## src/rtl/flight_cmd_scheduler_pkg.sv

```systemverilog
// Shared types and constants for the flight command scheduler:
// FSM states, frame byte order, channel bundle, and the slew/failsafe helpers.
package flight_cmd_scheduler_pkg;

  localparam logic [7:0] NEUTRAL   = 8'd116;
  localparam logic [7:0] AXIS_MAX  = 8'd174;
  localparam logic [7:0] THR_MIN   = 8'd58;
  localparam logic [7:0] SLEW      = 8'd16;
  localparam logic [7:0] THR_STEP  = 8'd8;
  localparam logic [7:0] SYNC_BYTE = 8'hA5;

  localparam logic [3:0] ARM_FRAMES = 4'd8;
  localparam logic [2:0] TRACK_TMO  = 3'd5;

  localparam logic signed [8:0] SLEW_S = 9'sd16;

  typedef enum logic [1:0] {
    ST_DISARMED,
    ST_ARMED,
    ST_FAILSAFE
  } state_e;

  typedef enum logic [2:0] {
    BYTE_SYNC,
    BYTE_T,
    BYTE_P,
    BYTE_R,
    BYTE_Y,
    BYTE_CHK
  } byte_idx_e;

  typedef struct packed {
    logic [7:0] t;
    logic [7:0] p;
    logic [7:0] r;
    logic [7:0] y;
  } chan_t;

  localparam chan_t CHAN_SAFE = '{t: THR_MIN, p: NEUTRAL, r: NEUTRAL, y: NEUTRAL};

  // Step cur toward tgt by at most SLEW; the 9-bit difference covers -255..255.
  function automatic logic [7:0] slew_toward(input logic [7:0] cur, input logic [7:0] tgt);
    logic signed [8:0] diff;
    diff = $signed({1'b0, tgt}) - $signed({1'b0, cur});
    if (diff > SLEW_S)       return cur + SLEW;
    else if (diff < -SLEW_S) return cur - SLEW;
    else                     return tgt;
  endfunction

  function automatic chan_t failsafe_step(input chan_t c);
    chan_t n;
    n.p = slew_toward(c.p, NEUTRAL);
    n.r = slew_toward(c.r, NEUTRAL);
    n.y = slew_toward(c.y, NEUTRAL);
    n.t = (c.t >= THR_MIN + THR_STEP) ? c.t - THR_STEP : THR_MIN;
    return n;
  endfunction

  function automatic logic [7:0] frame_chk(input chan_t c);
    return c.t ^ c.p ^ c.r ^ c.y;
  endfunction

endpackage

```

## src/rtl/flight_cmd_scheduler_if.sv

```systemverilog
// Byte-serial valid/ready link from the scheduler to the radio transmitter.
interface flight_cmd_scheduler_if;
  logic [7:0] tx_data;
  logic       tx_valid;
  logic       tx_last;
  logic       tx_ready;

  modport master (output tx_data, output tx_valid, output tx_last, input tx_ready);
  modport slave  (input tx_data, input tx_valid, input tx_last, output tx_ready);
endinterface

```

## src/rtl/flight_cmd_scheduler_frame_tx.sv

```systemverilog
// Latches one channel snapshot and serializes SYNC,T,P,R,Y,CHK over the valid/ready link.
module flight_cmd_scheduler_frame_tx
  import flight_cmd_scheduler_pkg::*;
(
  input  logic                          clock,
  input  logic                          reset_n,
  input  logic                          load_i,
  input  chan_t                         chan_i,
  output logic                          busy_o,
  flight_cmd_scheduler_if.master        tx
);

  chan_t      chan_q;
  logic [2:0] idx_q;
  logic [7:0] data_q;
  logic       valid_q;
  logic       last_q;

  logic [2:0] idx_nxt;
  logic [7:0] byte_nxt;

  always_comb begin
    idx_nxt  = idx_q + 3'd1;
    byte_nxt = SYNC_BYTE;
    case (idx_nxt)
      BYTE_T:   byte_nxt = chan_q.t;
      BYTE_P:   byte_nxt = chan_q.p;
      BYTE_R:   byte_nxt = chan_q.r;
      BYTE_Y:   byte_nxt = chan_q.y;
      BYTE_CHK: byte_nxt = frame_chk(chan_q);
      default:  byte_nxt = SYNC_BYTE;
    endcase
  end

  always_ff @(posedge clock or negedge reset_n) begin
    if (!reset_n) begin
      chan_q  <= '0;
      idx_q   <= '0;
      data_q  <= '0;
      valid_q <= 1'b0;
      last_q  <= 1'b0;
    end else if (load_i && !valid_q) begin
      chan_q  <= chan_i;
      idx_q   <= BYTE_SYNC;
      data_q  <= SYNC_BYTE;
      valid_q <= 1'b1;
      last_q  <= 1'b0;
    end else if (valid_q && tx.tx_ready) begin
      if (idx_q == BYTE_CHK) begin
        valid_q <= 1'b0;
        last_q  <= 1'b0;
      end else begin
        idx_q  <= idx_nxt;
        data_q <= byte_nxt;
        last_q <= (idx_nxt == BYTE_CHK);
      end
    end
  end

  assign tx.tx_data  = data_q;
  assign tx.tx_valid = valid_q;
  assign tx.tx_last  = last_q;
  assign busy_o      = valid_q;

endmodule

```

## src/rtl/flight_cmd_scheduler.sv

```systemverilog
// Arm/disarm/failsafe sequencing, slew limiting and track timeout for the radio command frames.
module flight_cmd_scheduler
  import flight_cmd_scheduler_pkg::*;
(
  input  logic                   clock,
  input  logic                   reset_n,
  input  logic [7:0]             pitch_in,
  input  logic [7:0]             roll_in,
  input  logic [7:0]             yaw_in,
  input  logic [7:0]             throttle_in,
  input  logic                   track_valid,
  input  logic                   frame_tick,
  flight_cmd_scheduler_if.master tx,
  output logic                   armed,
  output logic                   failsafe,
  output logic                   overrun
);

  state_e     state_q, state_d;
  logic [3:0] arm_cnt_q, arm_cnt_d;
  logic [2:0] tmo_q, tmo_d;
  chan_t      chan_q, chan_d;
  logic       armed_q, failsafe_q, overrun_q;

  logic busy;
  logic accept;
  logic gesture_arm;
  logic gesture_disarm;

  assign accept         = frame_tick && !busy;
  assign gesture_arm    = (throttle_in <= THR_MIN) && (yaw_in == AXIS_MAX);
  assign gesture_disarm = (throttle_in <= THR_MIN) && (yaw_in == 8'd0);

  // tmo_d already includes the current tick, so the fifth silent tick trips failsafe itself.
  always_comb begin
    tmo_d = tmo_q;
    if (track_valid)
      tmo_d = '0;
    else if (frame_tick && (tmo_q != TRACK_TMO))
      tmo_d = tmo_q + 3'd1;
  end

  always_comb begin
    state_d   = state_q;
    arm_cnt_d = arm_cnt_q;
    chan_d    = chan_q;
    if (accept) begin
      case (state_q)
        ST_DISARMED: begin
          chan_d = CHAN_SAFE;
          if (gesture_arm) begin
            arm_cnt_d = arm_cnt_q + 4'd1;
            if (arm_cnt_d == ARM_FRAMES) begin
              state_d   = ST_ARMED;
              arm_cnt_d = '0;
            end
          end else begin
            arm_cnt_d = '0;
          end
        end
        ST_ARMED: begin
          if (tmo_d == TRACK_TMO) begin
            state_d   = ST_FAILSAFE;
            arm_cnt_d = '0;
            chan_d    = failsafe_step(chan_q);
          end else begin
            chan_d.p = slew_toward(chan_q.p, pitch_in);
            chan_d.r = slew_toward(chan_q.r, roll_in);
            chan_d.y = slew_toward(chan_q.y, yaw_in);
            chan_d.t = (throttle_in < THR_MIN) ? THR_MIN : throttle_in;
            if (gesture_disarm) begin
              arm_cnt_d = arm_cnt_q + 4'd1;
              if (arm_cnt_d == ARM_FRAMES) begin
                state_d   = ST_DISARMED;
                arm_cnt_d = '0;
              end
            end else begin
              arm_cnt_d = '0;
            end
          end
        end
        ST_FAILSAFE: begin
          chan_d = failsafe_step(chan_q);
          if (chan_d.t == THR_MIN)
            state_d = ST_DISARMED;
        end
        default: begin
          state_d   = ST_DISARMED;
          arm_cnt_d = '0;
          chan_d    = CHAN_SAFE;
        end
      endcase
    end
  end

  always_ff @(posedge clock or negedge reset_n) begin
    if (!reset_n) begin
      state_q    <= ST_DISARMED;
      arm_cnt_q  <= '0;
      tmo_q      <= '0;
      chan_q     <= CHAN_SAFE;
      armed_q    <= 1'b0;
      failsafe_q <= 1'b0;
      overrun_q  <= 1'b0;
    end else begin
      state_q    <= state_d;
      arm_cnt_q  <= arm_cnt_d;
      tmo_q      <= tmo_d;
      chan_q     <= chan_d;
      armed_q    <= (state_d == ST_ARMED);
      failsafe_q <= (state_d == ST_FAILSAFE);
      overrun_q  <= frame_tick && busy;
    end
  end

  flight_cmd_scheduler_frame_tx u_cmd_frame_tx (
    .clock   (clock),
    .reset_n (reset_n),
    .load_i  (accept),
    .chan_i  (chan_d),
    .busy_o  (busy),
    .tx      (tx)
  );

  assign armed    = armed_q;
  assign failsafe = failsafe_q;
  assign overrun  = overrun_q;

endmodule

```

## src/flat_wrapper.sv

```systemverilog
// flat-port wrapper written by rule: the top's interface ports become plain ports
module flight_cmd_scheduler_flat import flight_cmd_scheduler_pkg::*;
  (clock, reset_n, pitch_in, roll_in, yaw_in, throttle_in, track_valid, frame_tick, armed, failsafe, overrun, tx_tx_data, tx_tx_valid, tx_tx_last, tx_tx_ready);
  flight_cmd_scheduler_if tx_i ();
  input  logic clock;
  input  logic reset_n;
  input  logic [7:0] pitch_in;
  input  logic [7:0] roll_in;
  input  logic [7:0] yaw_in;
  input  logic [7:0] throttle_in;
  input  logic track_valid;
  input  logic frame_tick;
  output logic armed;
  output logic failsafe;
  output logic overrun;
  output wire logic [$bits(tx_i.tx_data)-1:0] tx_tx_data;
  output wire logic [$bits(tx_i.tx_valid)-1:0] tx_tx_valid;
  output wire logic [$bits(tx_i.tx_last)-1:0] tx_tx_last;
  input wire logic [$bits(tx_i.tx_ready)-1:0] tx_tx_ready;
  assign tx_tx_data = tx_i.tx_data;
  assign tx_tx_valid = tx_i.tx_valid;
  assign tx_tx_last = tx_i.tx_last;
  assign tx_i.tx_ready = tx_tx_ready;
  flight_cmd_scheduler u_core (.clock(clock), .reset_n(reset_n), .pitch_in(pitch_in), .roll_in(roll_in), .yaw_in(yaw_in), .throttle_in(throttle_in), .track_valid(track_valid), .frame_tick(frame_tick), .tx(tx_i), .armed(armed), .failsafe(failsafe), .overrun(overrun));
endmodule
```

## config.mk

```make
export PLATFORM = sky130hd
export DESIGN_NAME = flight_cmd_scheduler_flat
export DESIGN_NICKNAME = d
export VERILOG_FILES = /design/src/rtl/flight_cmd_scheduler_pkg.sv /design/src/rtl/flight_cmd_scheduler_if.sv /design/src/rtl/flight_cmd_scheduler_frame_tx.sv /design/src/rtl/flight_cmd_scheduler.sv /design/src/flat_wrapper.sv
export SDC_FILE = /design/constraint.sdc
export NUM_CORES = 1
export LEC_CHECK = 0
export CORE_MARGIN = 2
export CORE_UTILIZATION = 40
export DETAILED_ROUTE_END_ITERATION = 12
export PLACE_DENSITY = 0.68
export SLEW_MARGIN = 0
export SYNTH_ARGS = -nofsm -noshare
export SYNTH_HDL_FRONTEND = slang
export SYNTH_SLANG_ARGS = --single-unit
```

## constraint.sdc

```tcl
create_clock -name clock -period 3.22 [get_ports clock]
set_input_delay 0.483 -clock clock [delete_from_list [all_inputs] [get_ports clock]]
set_output_delay 0.483 -clock clock [all_outputs]
set_load 0.02 [all_outputs]
```

==> results by group, run 1 <==
Die
  – Initial Utilization: 0.408
  – I/O pin count: 50
  – Site Rows: between 40 and 50
  – DIE HEIGHT: 137 um
  – DIE WIDTH: between 100 and 150 um
  – Die ar.: between 15,000 and 20,000 um2
  – Core area: 17,300 um2

Setup path
  – Data arrival, critical path: ~3400 ps
  – Cell chain of the critical path: clkdlybuf4s50_1 > inv_1 > ha_1 > fa_1 > nor2b_1 > o21a_1 > nor2_1 > xnor2_1 > a2111oi_4 > mux2_2 > mux2_2 > a22oi_1
  – Critical path's slowest cell: clkdlybuf4s50_1
  – Reg2reg setup slack: between 100 and 150 ps
  – FF-to-FF Start: u_core.chan_q[18]
  – Buf+Inv Stages, Crit Path: 2
  – Worst setup EP type: flip-flop
  – Worst Setup Start Kind: primary input
  – Kind of cell adding the most delay to the critical path: multiplexers
  – CP required: 3480 ps
  – Crit-path max cell delay: 470 ps
  – Reg2Reg Depth: 10
  – Crit path kind: in2reg
  – Worst r2r dst: u_core.chan_q[20]
  – CP max FO: 7
  – Cell mode on critical path: mux2_2

Global route
  – Grt total ovfl: 0
  – Initial antenna violation count: 0
  – Vias in the first global route: 6,551
  – Largest net degree at the start of global routing: 87
  – Overall routing resource usage: 0.224
  – Global-route wire length before repair: roughly 33,000 um

Pwr
  – Pleak: 3.94 nW
  – Total power: 4.75 mW
  – Pwr per Cell Area: 534 nW/um2
  – Max VDD drop: ~350 uV

Outcome
  – Status: finished clean

Run
  – Max-cap violations: 0

Synthesis
  – Netlist cell types: 81
  – FF+latch count, synth: 89
  – Synth top area share: 0.259
  – Avg Synthesized Cell Area: around 8.4 um2
  – Main synth FF type: dfrtp_1
  – Sequential share of the synthesized area: 0.318
  – Async SR Flop Fraction: 1.00
  – Synth area leader: dfrtp_1
  – Area contributors post-synth: dfrtp_1 (26%), ha_1 (7.6%), dfstp_2 (6.0%)
  – Syn Std Cell Area: ~7100 um2
  – Mapped Cells: between 800 and 900
  – EDFF count, synth: 0
  – Syn Nets: 920
  – Syn. warnings: 0

CTS
  – TritonCTS clock tree: done
  – CTS clk-pin slew, worst paths: around 70 ps
  – Max Buffers Root-to-Sink: 2
  – Root Buffer: clkbuf_16
  – Number of clock sinks: 89
  – Worst skew pair latency: 350 ps
  – Num CTS Buffers: 9
  – CTS H-tree lvls: 3

Drt
  – Wire length per cell: 17.2 um
  – Post-route ant nets: 0
  – Drt pass-1 iters: 6
  – Residual DRC: 0
  – Vias per inst: around 5.9
  – Vias: 7,072
  – Initial DRC count: ~610
  – Final WL: 20,500 um

Layout
  – Commonest non-fill, non-tap cell in the layout: nand2_1
  – Commonest non-fill, non-tap cells in the layout: nand2_1 (97), buf_4 (93), dfrtp_1 (73)
  – Design area: 8890 um2
  – Area growth syn-to-layout: 26.0%
  – Final nets: 1,045
  – Final core utilization: 0.514
  – Layout cells sized above 1: 0.183

STA
  – Period utilisation layout: 0.970
  – Final hold violations: 0
  – Min Clock Period, post-route: ~3100 ps
  – Worst hold slack: 337 ps
  – Skew final: approximately 7.4 ps
  – Fmax: 0.320 GHz
  – Worst Tran Pin Value: 1100 ps
  – Relative slew slack: 0.268
  – Setup violators final: 0
  – Max-slew violations: 0

Placement
  – DP HPWL: 15,500 um
  – PortBufs: 49
  – Final RePlAce weighted congestion: ~0.94
  – Post-place instance area: 8410 um2

Min path
  – Min-Delay Path Class: in2async
per-layer routing:
metal,vias to the layer above,wire length [um],GRT usage
li1,3349,-,-
met1,3472,9560,0.321
met2,222,9430,0.351
met3,29,1220,0.0407
met4,0,327,0.0544
met5,-,0,0
flip-flops by register name, summed over array words and instances (netlist names):
name,count
u_core.chan_q,32
u_core.u_cmd_frame_tx.chan_q,32
u_core.u_cmd_frame_tx.tx.tx_data,8
u_core.arm_cnt_q,4
u_core.tmo_q,3
u_core.u_cmd_frame_tx.idx_q,3
u_core.state_q,2
u_core.armed,1
u_core.failsafe,1
u_core.overrun,1
u_core.u_cmd_frame_tx.busy_o,1
u_core.u_cmd_frame_tx.tx.tx_last,1
cells by family (layout without fill, tap and decap cells):
logic type	after synthesis	count (layout)	synth area share
other cells	0	1	0
mux	18	18	0.0277
flops	89	89	0.318
xor+xnor	43	43	0.0534
fa+ha+maj	46	46	0.0848
buf+inv	75	205	0.0399
compound gates	279	279	0.280
simple gates	287	287	0.196
synth_stat cells (4+ instances only):
master      n
nand2_1    98
dfrtp_1    73
nor2_1     63
a21oi_1    55
o21ai_0    52
inv_1      45
ha_1       43
xnor2_1    33
nand3_1    26
clkbuf_1   25
o211ai_1   21
nor3_1     20
o21a_1     20
dfstp_2    16
nor2b_1    13
and2_1     11
nand2b_1   11
or3_1      10
xor2_1     10
a31oi_1     9
mux2i_1     9
a221oi_1    8
a222oi_1    8
a211oi_1    7
and3_1      7
o221ai_1    7
a211o_1     6
a21o_1      6
a22o_1      6
mux2_2      6
nand3b_1    5
nor3b_1     5
o2111a_1    5
o21ai_1     5
o22ai_1     5
o31ai_1     5
a21boi_1    4
a221o_1     4
o2111ai_1   4
o21bai_1    4
power by group:
part / switching (mW) / internal (mW) / leakage [nW] / total (mW)
clock network: 0.449 / 0.628 / 0.146 / 1.08
logic: 1.14 / 0.974 / 2.71 / 2.11
registers: 0.234 / 1.33 / 1.08 / 1.56
worst max path at each step:
stage                            startpoint                 to  cells past startpoint
final                             yaw_in[0]   u_core.chan_q[4]                     12
after global routing             roll_in[0]  u_core.chan_q[14]                     12
after CTS                       pitch_in[0]  u_core.chan_q[22]                     12
after detailed placement         roll_in[0]  u_core.chan_q[12]                     12
after global placement           roll_in[0]  u_core.chan_q[12]                     12
after floorplan           u_core.chan_q[12]  u_core.chan_q[12]                     11
cell type report:
class                      count  area [um2]
clock buffer                  11         243
multi-input combinational    673        4680
antenna                        1        2.50
sequential                    89        2250
timing repair buffer         142        1190
inverter                      47         176
fill                        1662        8410
tap                          225         282
clock inverter                 5        63.8
stage by stage:
| step | setup TNS, ps | std cells | setup slack, ps |
|---|---|---|---|
| 6_report | 0 | 1193 | 97.1 |
| 5_1_grt | -141 | 1192 | -75.0 |
| 4_1_cts | 0 | 1190 | 0.524 |
| 3_5_place_dp | -10040 | 1174 | -400 |
| 3_3_place_gp | -7850 | 1174 | -315 |
| 2_1_floorplan | 0 | 837 | 20.9 |
what timing repair did:
action                                  CTS  global route
hold buffers                              0             0
setup buffers                             0             2
pin swaps                                 0            16
endpoints found under the setup margin    1            32
resized for setup                         2            34
worst reg2reg max path, cell delays in order (launching register included):
cell	delay, ps
dfstp_2	590
inv_1	120
ha_4	330
nand3b_1	120
and3_1	180
or3_1	380
a221o_1	410
nor3_4	270
nor2_4	80
mux2_4	330
a221oi_2	230
No activity file was read; power rests on OpenSTA's default activity.
==> run 2, diff against run 1 <==
- PLACE_DENSITY: 0.68 -> 0.66
- clock period: 3.22 -> 3.86 ns (I/O delays scaled with it)
==> run 2 against run 1 <==
Net effect: combinational power decreased by 26%; clock power down 17%; via count down 7.8%; die area stayed put; power fell by 20%; critical path depth did not move; critical path type unchanged.
==> results by group, run 2 (same netlist as run 1, synthesis figures left out) <==
STA
  – Max-slew violations: 0 (unchanged)
  – Fmax: between 0.2 and 0.3 GHz
  – Relative slew slack: 0.426 (+0.159)
  – RSZ-0062 raised after global routing: no
  – Skew final: 8.65 ps (+1.24 ps)
  – Final TNS setup: 0 ps (unchanged)
  – Period utilisation layout: 0.890
  – Setup violators final: 0 (unchanged)
  – Worst Tran Pin Value: 860 ps (-238 ps)
  – Min Clock Period, post-route: 3440 ps
  – Final WS setup: 424 ps (+327 ps)
  – Final hold violations: 0 (unchanged)

Drt
  – Vias: 6,520 (-7.8%)
  – Final WL: 19,400 um (-5.7%)
  – Initial DRC count: 596 (-2.0%)
  – Wire length per cell: 17.3 um (+0.62%)
  – Post-route ant nets: 0 (unchanged)
  – Drt pass-1 iters: 5 (-1)
  – Residual DRC: 0 (unchanged)
  – Vias per inst: 5.83 (-1.6%)

CTS
  – CTS H-tree lvls: 3 (unchanged)
  – CTS resizes: 0 (-2)
  – Max Buffers Root-to-Sink: 2 (unchanged)
  – Root Buffer: clkbuf_16
  – TritonCTS clock tree: done
  – Num CTS Buffers: 9 (unchanged)
  – Post-CTS Setup Inserts: 0 (unchanged)
  – Worst skew pair latency: 360 ps (about the same)
  – Number of clock sinks: 89 (unchanged)
  – CTS clk-pin slew, worst paths: 60 ps (about the same)
  – Hold-fix buffers, CTS: 0 (unchanged)

Layout
  – Final core utilization: 0.472 (-0.0420)
  – N_diodes: 0 (-1)
  – Register Area: 2250 um2 (unchanged)
  – Area growth syn-to-layout: 15.7%
  – Commonest non-fill, non-tap cells in the layout: nand2_1 (98), dfrtp_1 (73), nor2_1 (63)
  – Layout cells sized above 1: 0.0851 (-0.0979)
  – Final nets: 971 (-7.1%)
  – Commonest non-fill, non-tap cell in the layout: nand2_1
  – Multi-input combinational cell area: 4530 um2 (-3.2%)
  – Fillers: 1,751 (+5.4%)
  – Design area: 8170 um2 (-8.2%)

Setup path
  – Crit-path max cell delay: 570 ps (+100 ps)
  – Worst setup EP type: flip-flop
  – CP required: 4110 ps (+630 ps)
  – CP max FO: 4 (-3)
  – Crit path kind: in2reg
  – Worst r2r dst: u_core.chan_q[12]
  – Critical path's slowest cell: or4_1
  – Reg2reg setup slack: 530 ps (+420 ps)
  – Reg2Reg Depth: 10 (unchanged)
  – Data arrival, critical path: 3690 ps (+300 ps)
  – FF-to-FF Start: u_core.chan_q[12]
  – Kind of cell adding the most delay to the critical path: simple AND/OR/NAND/NOR gates
  – Cell chain of the critical path: clkdlybuf4s50_1 > inv_1 > ha_1 > fa_1 > nor2b_1 > o2111a_1 > a211o_1 > nand3_1 > or4_1 > nand2_1 > mux2_1 > a221oi_1
  – Buf+Inv Stages, Crit Path: 2 (unchanged)
  – Worst Setup Start Kind: primary input

Die
  – Site Rows: 48 (unchanged)
  – DIE WIDTH: 137 um (unchanged)
  – Die ar.: 18,700 um2 (unchanged)
  – DIE HEIGHT: 137 um (unchanged)
  – Core area: 17,300 um2 (unchanged)
  – Initial Utilization: 0.408 (unchanged)
  – I/O pin count: 50 (unchanged)

Placement
  – DP HPWL: 14,800 um (-4.7%)
  – Post-place instance area: 7870 um2 (-6.4%)
  – PortBufs: 49 (unchanged)
  – Pre-CTS WS: 98.6 ps (+499 ps)
  – Final RePlAce weighted congestion: 0.978 (+3.7%)

Global route
  – Grt total ovfl: 0 (unchanged)
  – Initial antenna violation count: 0 (unchanged)
  – Global-route wire length before repair: 31,600 um (-4.9%)
  – Overall routing resource usage: 0.216 (-0.00833)
  – Largest net degree at the start of global routing: 69 (-21%)
  – Vias in the first global route: 6,121 (-6.6%)

Outcome
  – Status: finished clean

Run
  – Max-cap violations: 0 (unchanged)

Min path
  – Min-Delay Path Class: in2async

Pwr
  – Pwr per Cell Area: 463 nW/um2 (-13%)
  – Max VDD drop: 339 uV (-4.0%)
  – Pleak: 3.53 nW (-10%)
[run 2: changes by cell type in the layout (fill, tap and decap cells not counted), moves of 2 or more]
cell      before  now
buf_4         93   20
a211oi_1       3    7
a211oi_2       5    1
ha_1          39   43
ha_4           3    0
fa_1           1    3
fa_2           2    0
o21ai_0       50   52
[run 2: worst max path at each step]
stage                       from                 to  slack (ps)  cells past startpoint
2_1_floorplan  u_core.chan_q[12]  u_core.chan_q[12]         660                     11
3_3_place_gp          roll_in[0]  u_core.chan_q[12]         170                     12
3_5_place_dp          roll_in[0]  u_core.chan_q[12]         100                     12
4_1_cts               roll_in[0]  u_core.chan_q[12]         440                     12
5_1_grt               roll_in[0]  u_core.chan_q[12]         230                     12
6_report              roll_in[0]  u_core.chan_q[12]         420                     12
[run 2: final cells by class]
cell class                 count  area share
multi-input combinational    673       0.555
sequential                    89       0.275
timing repair buffer          68      0.0772
tap                          225      0.0345
clock buffer                  11      0.0285
inverter                      47      0.0216
clock inverter                 5     0.00781
[run 2: routing by layer]
layer,global-route usage,wire (um)
met1,0.309,9510
met2,0.334,8470
met3,0.0411,1080
met4,0.0596,314
met5,0,0
[run 2: worst reg2reg max path: cells and delay by family (launching register included)]
family | cells | cell delay (ps)
buf+inv | 1 | 130
fa+ha+maj | 1 | 390
compound gates | 2 | 640
mux | 1 | 360
simple gates | 5 | 1090
flops | 1 | 630
[run 2: power breakdown]
group,switching (mW),internal [mW],leakage [nW]
Combinational,0.879,0.692,2.31
Sequential,0.207,1.11,1.08
Clock,0.390,0.507,0.140
[run 2: through the flow]
step           total power, mW  std cells  hold WS, ps
2_1_floorplan             2.41        837          283
3_3_place_gp              2.85       1102          490
3_5_place_dp              2.87       1102          498
4_1_cts                   3.78       1118          359
5_1_grt                   4.02       1118          389
6_report                  3.78       1118          327
